===== config.mk =====
export PLATFORM = sky130hd
export DESIGN_NAME = pc_unit_ext
export DESIGN_NICKNAME = d
export VERILOG_FILES = /design/src/rtl/pc_unit_ext_pkg.sv /design/src/rtl/pc_redirect_buf.sv /design/src/rtl/pc_unit_ext.sv
export SDC_FILE = /design/constraint.sdc
export NUM_CORES = 1
export LEC_CHECK = 0
export CAP_MARGIN = 40
export CORE_ASPECT_RATIO = 1.5
export CORE_MARGIN = 5
export CORE_UTILIZATION = 30
export CTS_BUF_LIST = sky130_fd_sc_hd__clkbuf_8
export DETAILED_ROUTE_END_ITERATION = 8
export GPL_TIMING_DRIVEN = 1
export SLEW_MARGIN = 20
export SYNTH_ARGS = -nofsm -noshare
export SYNTH_HDL_FRONTEND = slang
export SYNTH_HIERARCHICAL = 1
export SYNTH_SLANG_ARGS = --single-unit
export TNS_END_PERCENT = 20

===== constraint.sdc =====
create_clock -name CLK -period 5.8 [get_ports CLK]
set_input_delay 1.45 -clock CLK [delete_from_list [all_inputs] [get_ports CLK]]
set_output_delay 1.45 -clock CLK [all_outputs]
set_load 0.01 [all_outputs]

===== src/rtl/pc_unit_ext_pkg.sv =====
// Shared definitions for the fetch-stage program counter: FSM encodings and
// default vector/step constants.
package pc_unit_ext_pkg;

    typedef enum logic [1:0] {
        BOOT = 2'd0,
        RUN  = 2'd1,
        WAIT = 2'd2,
        TRAP = 2'd3
    } pc_state_t;

    localparam logic [31:0] DEF_RESET_VECTOR = 32'h0000_0000;
    localparam logic [31:0] DEF_EXC_VECTOR   = 32'h0000_0004;
    localparam int          DEF_STEP         = 4;

    function automatic logic target_misaligned(input logic [1:0] lsb);
        return lsb != 2'b00;
    endfunction

endpackage


===== src/rtl/pc_redirect_buf.sv =====
// One-entry buffer for a branch redirect that arrives while instruction memory
// is not ready; the newest target overwrites any older one.
module pc_redirect_buf #(
    parameter int WIDTH = 32
) (
    input  logic             clk,
    input  logic             rst_n,
    input  logic             capture,
    input  logic [WIDTH-1:0] addr,
    input  logic             clear,
    output logic             pend_valid,
    output logic [WIDTH-1:0] pend_addr
);

    // Clear wins over capture: a trap or a consumed redirect empties the slot.
    always_ff @(posedge clk or negedge rst_n) begin
        if (!rst_n) begin
            pend_valid <= 1'b0;
            pend_addr  <= '0;
        end else if (clear) begin
            pend_valid <= 1'b0;
        end else if (capture) begin
            pend_valid <= 1'b1;
            pend_addr  <= addr;
        end
    end

endmodule


===== src/rtl/pc_unit_ext.sv =====
// Fetch-stage program counter with stall, imem ready handshake, buffered
// redirect, exception vectoring and misaligned-target trapping.
module pc_unit_ext
    import pc_unit_ext_pkg::*;
#(
    parameter int               WIDTH        = 32,
    parameter logic [WIDTH-1:0] RESET_VECTOR = WIDTH'(DEF_RESET_VECTOR),
    parameter logic [WIDTH-1:0] EXC_VECTOR   = WIDTH'(DEF_EXC_VECTOR),
    parameter int               STEP         = DEF_STEP,
    parameter bit               ALIGN_CHECK  = 1'b1
) (
    input  logic             CLK,
    input  logic             Reset_n,
    input  logic             Stall,
    input  logic             PCSrc,
    input  logic [WIDTH-1:0] Result,
    input  logic             Exception,
    input  logic             IMem_Ready,
    output logic [WIDTH-1:0] current_PC,
    output logic [WIDTH-1:0] PC_Plus_4,
    output logic [WIDTH-1:0] PC_Plus_8,
    output logic             Fetch_Valid,
    output logic [WIDTH-1:0] Saved_PC,
    output logic             Misaligned
);

    pc_state_t        state;
    logic             pend_valid;
    logic [WIDTH-1:0] pend_addr;
    logic             mis_target;
    logic             active;
    logic             buf_capture;
    logic             buf_clear;

    assign PC_Plus_4 = current_PC + WIDTH'(STEP);
    assign PC_Plus_8 = current_PC + WIDTH'(2 * STEP);

    assign mis_target = ALIGN_CHECK && PCSrc && target_misaligned(Result[1:0]);
    assign active     = (state == RUN) || (state == WAIT);

    // A redirect is parked only when it neither traps nor can be taken now.
    assign buf_capture = active && PCSrc && !Exception && !mis_target && !IMem_Ready;
    assign buf_clear   = (state == WAIT) && (Exception || mis_target || IMem_Ready);

    assign Fetch_Valid = (state == RUN) && IMem_Ready && !Stall && !PCSrc && !Exception;

    pc_redirect_buf #(.WIDTH(WIDTH)) u_redirect_buf (
        .clk        (CLK),
        .rst_n      (Reset_n),
        .capture    (buf_capture),
        .addr       (Result),
        .clear      (buf_clear),
        .pend_valid (pend_valid),
        .pend_addr  (pend_addr)
    );

    always_ff @(posedge CLK or negedge Reset_n) begin
        if (!Reset_n) begin
            state      <= BOOT;
            current_PC <= RESET_VECTOR;
            Saved_PC   <= '0;
            Misaligned <= 1'b0;
        end else begin
            case (state)
                BOOT: state <= RUN;
                RUN, WAIT: begin
                    if (Exception) begin
                        Saved_PC   <= current_PC;
                        current_PC <= EXC_VECTOR;
                        state      <= TRAP;
                    end else if (mis_target) begin
                        Saved_PC   <= current_PC;
                        Misaligned <= 1'b1;
                        current_PC <= EXC_VECTOR;
                        state      <= TRAP;
                    end else if (!IMem_Ready) begin
                        state <= WAIT;
                    end else begin
                        // Ready: a redirect (live or parked) beats Stall; Stall
                        // only blocks the sequential increment.
                        state <= RUN;
                        if (PCSrc)
                            current_PC <= Result;
                        else if (state == WAIT && pend_valid)
                            current_PC <= pend_addr;
                        else if (!Stall)
                            current_PC <= PC_Plus_4;
                    end
                end
                TRAP: begin
                    Misaligned <= 1'b0;
                    state      <= RUN;
                end
                default: state <= RUN;
            endcase
        end
    end

endmodule


==> metrics.csv <==
stage;metric;value;unit
routing;Post-Route WL;20100;um
power_and_ir_drop;power per cell area;353;nW/um^2
clocking;CTS Hold Buffers Added;0;
power_and_ir_drop;P_int;1.80;mW
die;core area;19200;sq um
timing;Peak Freq;200;MHz
timing;RSZ-0062 raised after global routing;false;
yosys;Syn Std Cell Area;5890;sq um
die;die height;182;um
routing;routed vias;4978;
yosys;count leader, synth;dfrtp_1;
timing;fin crit share;86.3;%
cells_and_area;area grow syn2layout;34.6;%
die;initial core utilization;30.6;%
yosys;Post-synth top cells;dfrtp_1, nand2_1, nor2_1;
placed_design;IO Port Bufs;167;
placed_design;DP Area;7720;sq um
yosys;main combinational cell family by area after synthesis;multiplexers;
yosys;Post-Syn Instances;564;
run_status;status;finished clean;
yosys;Synth Area in Adders;1.06;%
cells_and_area;cell area after layout;7930;sq um
clocking;TritonCTS clock tree;yes;
global_route;largest net degree at the start of global routing;42;
placed_design;GPL Wtd Cong;0.847;
cells_and_area;layout cell share with drive strength beyond 1;15.1;%
timing;setup TNS;0;ps
cells_and_area;nets@finish;742;
yosys;syn_nets;607;
timing;final worst setup slack;795;ps
die;IO Count;168;
power_and_ir_drop;Switching Share;35.4;%
timing;final hold slack;503;ps
yosys;EDFF count, synth;0;
setup_path;CP Capture Type;output pin;
global_route;vias in the first global route;5358;
yosys;Post-Synth Simple-Gate Area;14.7;%
routing;DRT iter0 DRCs;276;
power_and_ir_drop;Clock power frac;17.2;%
yosys;Area contributors post-synth;dfrtp_1, mux2_4, mux2_2;
clocking;CTS Sinks;100;
routing;Vias per Instance;5.17;
clocking;H-Tree Depth;3;
setup_path;critical path peak fanout;11;
die;Die Wd;124;um
routing;DR WL/cell;20.9;um
timing;worst clock skew;15.0;ps
setup_path;Startpoint Class;flip-flop;
yosys;Synth async-reset ratio;100;%
placed_design;DP Wirelength;15100;um
yosys;mux share of post-synthesis cell area;15.3;%
timing;relative slew slack;41.2;%
placed_design;pre-CTS worst setup slack;1170;ps
yosys;Seq cells post-synth;100;
power_and_ir_drop;Gate power share;42.3;%
clocking;worst skew pair latency;380;ps
clocking;Root Buffer Master;clkbuf_8;
setup_path;critical path type;flip-flop to output pin;
yosys;XOR/XNOR Fraction of Synth Area;8.18;%
routing;Post-route DRC;0;
yosys;Main synth FF type;dfrtp_1;
power_and_ir_drop;Switching Power;0.991;mW
run;Max Cap Viol;0;
setup_path;Worst EP required;4350;ps
yosys;Cell variety after synth;65;
yosys;leading area contributor after synthesis;dfrtp_1;
yosys;Seq/Total Area, Yosys;42.5;%
setup_path;worst path arrival time;3560;ps
global_route;initial antenna violation count;2;
clocking;# Post-CTS Setup Buffers;0;
timing;fin crit period;5010;ps
clocking;CTS clk-pin slew, worst paths;100;ps
clocking;Resized cells post-CTS;0;
die;cell row count;62;
yosys;post-synth top area share;42.5;%
power_and_ir_drop;Max VDD drop;133;uV
min_path;HP Class;flip-flop to flip-flop;
power_and_ir_drop;Lkg Pwr;3.36;nW
yosys;syn avg cell area;10.4;sq um
die;die area;22600;sq um
timing;final setup fails;0;
power_and_ir_drop;Reg power frac;40.5;%
clocking;Bufs on Longest Clock Path;2;
cells_and_area;post-layout util;41.2;%
global_route;total gr overflow;0;
global_route;first-pass GRT wire length;31400;um
yosys;Ys Warns;6;
timing;Final Hold Viols;0;
global_route;GRT Total Usage;17.5;%
routing;drt pass-1 iters;7;
timing;Slew Viols, Final;0;
cells_and_area;FILL cells;1885;
yosys;Synth Area in Compound Gates;12.4;%
routing;post-route ant nets;0;
timing;measured slew at the worst slew-check pin;883;ps
clocking;cts bufs inserted;9;
cells by family after synthesis:
kind of cell,count (synthesis)
mux,71
compound gates,102
simple gates,167
xor+xnor,55
buf+inv,64
fa+ha+maj,5
flops,100
final timing paths:
path | from | end | slack, ps | cells after the start
worst max-delay path | current_PC[7] | PC_Plus_8[31] | 790 | 6
worst min-delay path | Saved_PC[15] | Saved_PC[15] | 500 | 1
worst max register to register | state[0] | current_PC[25] | 2810 | 7
worst min register to register | Saved_PC[15] | Saved_PC[15] | 500 | 1
max in group asynchronous | Reset_n | current_PC[21] | 4010 | 2
min in group asynchronous | Reset_n | Saved_PC[5] | 1020 | 1
flip-flops by register name, indices dropped and copies added (netlist names):
signal	count
Saved_PC	32
state	2
current_PC	32
u_redirect_buf/pend_valid	1
Misaligned	1
u_redirect_buf/pend_addr	32
metrics by stage:
stage	power, mW	cells
2_1_floorplan	1.73	564
3_3_place_gp	2.26	939
3_5_place_dp	2.33	944
4_1_cts	2.82	960
5_1_grt	2.94	962
6_report	2.80	963
layer usage:
metal / GRT usage (%) / vias up / share of wire (%)
li1: - / 2287 / -
met4: 7.55 / 0 / 3.2
met3: 3.23 / 38 / 4.5
met1: 20.3 / 2473 / 39
met5: 0 / - / 0
met2: 31.3 / 180 / 53
cells in the final DEF (no fill, tap or decap), types with 4 or more instances in the layout:
cell type,netlist,layout
clkdlybuf4s50_1,0,166
dfrtp_1,100,100
nand2_1,45,44
nor2_1,39,39
mux2_2,33,33
o21ai_0,30,30
mux2_4,30,30
xnor2_1,29,29
xor2_1,26,26
nand4_1,17,17
nand3_1,15,15
nor3_1,10,10
inv_1,10,10
a21oi_1,10,10
a22o_1,10,10
o211ai_1,9,9
clkbuf_8,0,9
nor4_1,8,8
and3_1,7,7
mux2i_1,7,7
or3_1,6,6
buf_4,6,6
a221o_1,5,5
ha_1,5,5
inv_6,0,4
power groups by stage:
stage / clock [mW] / combinational [mW] / sequential, mW
finish: 0.479 / 1.18 / 1.13
global route: 0.512 / 1.26 / 1.17
CTS: 0.489 / 1.20 / 1.13
detailed placement: 0 / 1.19 / 1.14
global placement: 0 / 1.14 / 1.13
floorplan: 0 / 0.649 / 1.08
cell type report:
type	instances	area [sq um]	share of cell area [%]
multi-input combinational	400	3050	38.5
sequential	100	2500	31.6
timing repair buffer	178	1810	22.8
tap	256	320	4.04
clock buffer	9	124	1.56
clock inverter	7	77.6	0.979
inverter	10	37.5	0.474
antenna	3	7.51	0.0947
worst max-delay path: stages (launching register included):
cell	delay, ps
dfrtp_1	600
nand4_1	560
nor3_1	850
nand2_1	260
nor2_1	190
xor2_1	160
clkdlybuf4s50_1	550
Note: power is estimated with default switching activity, not from simulation.
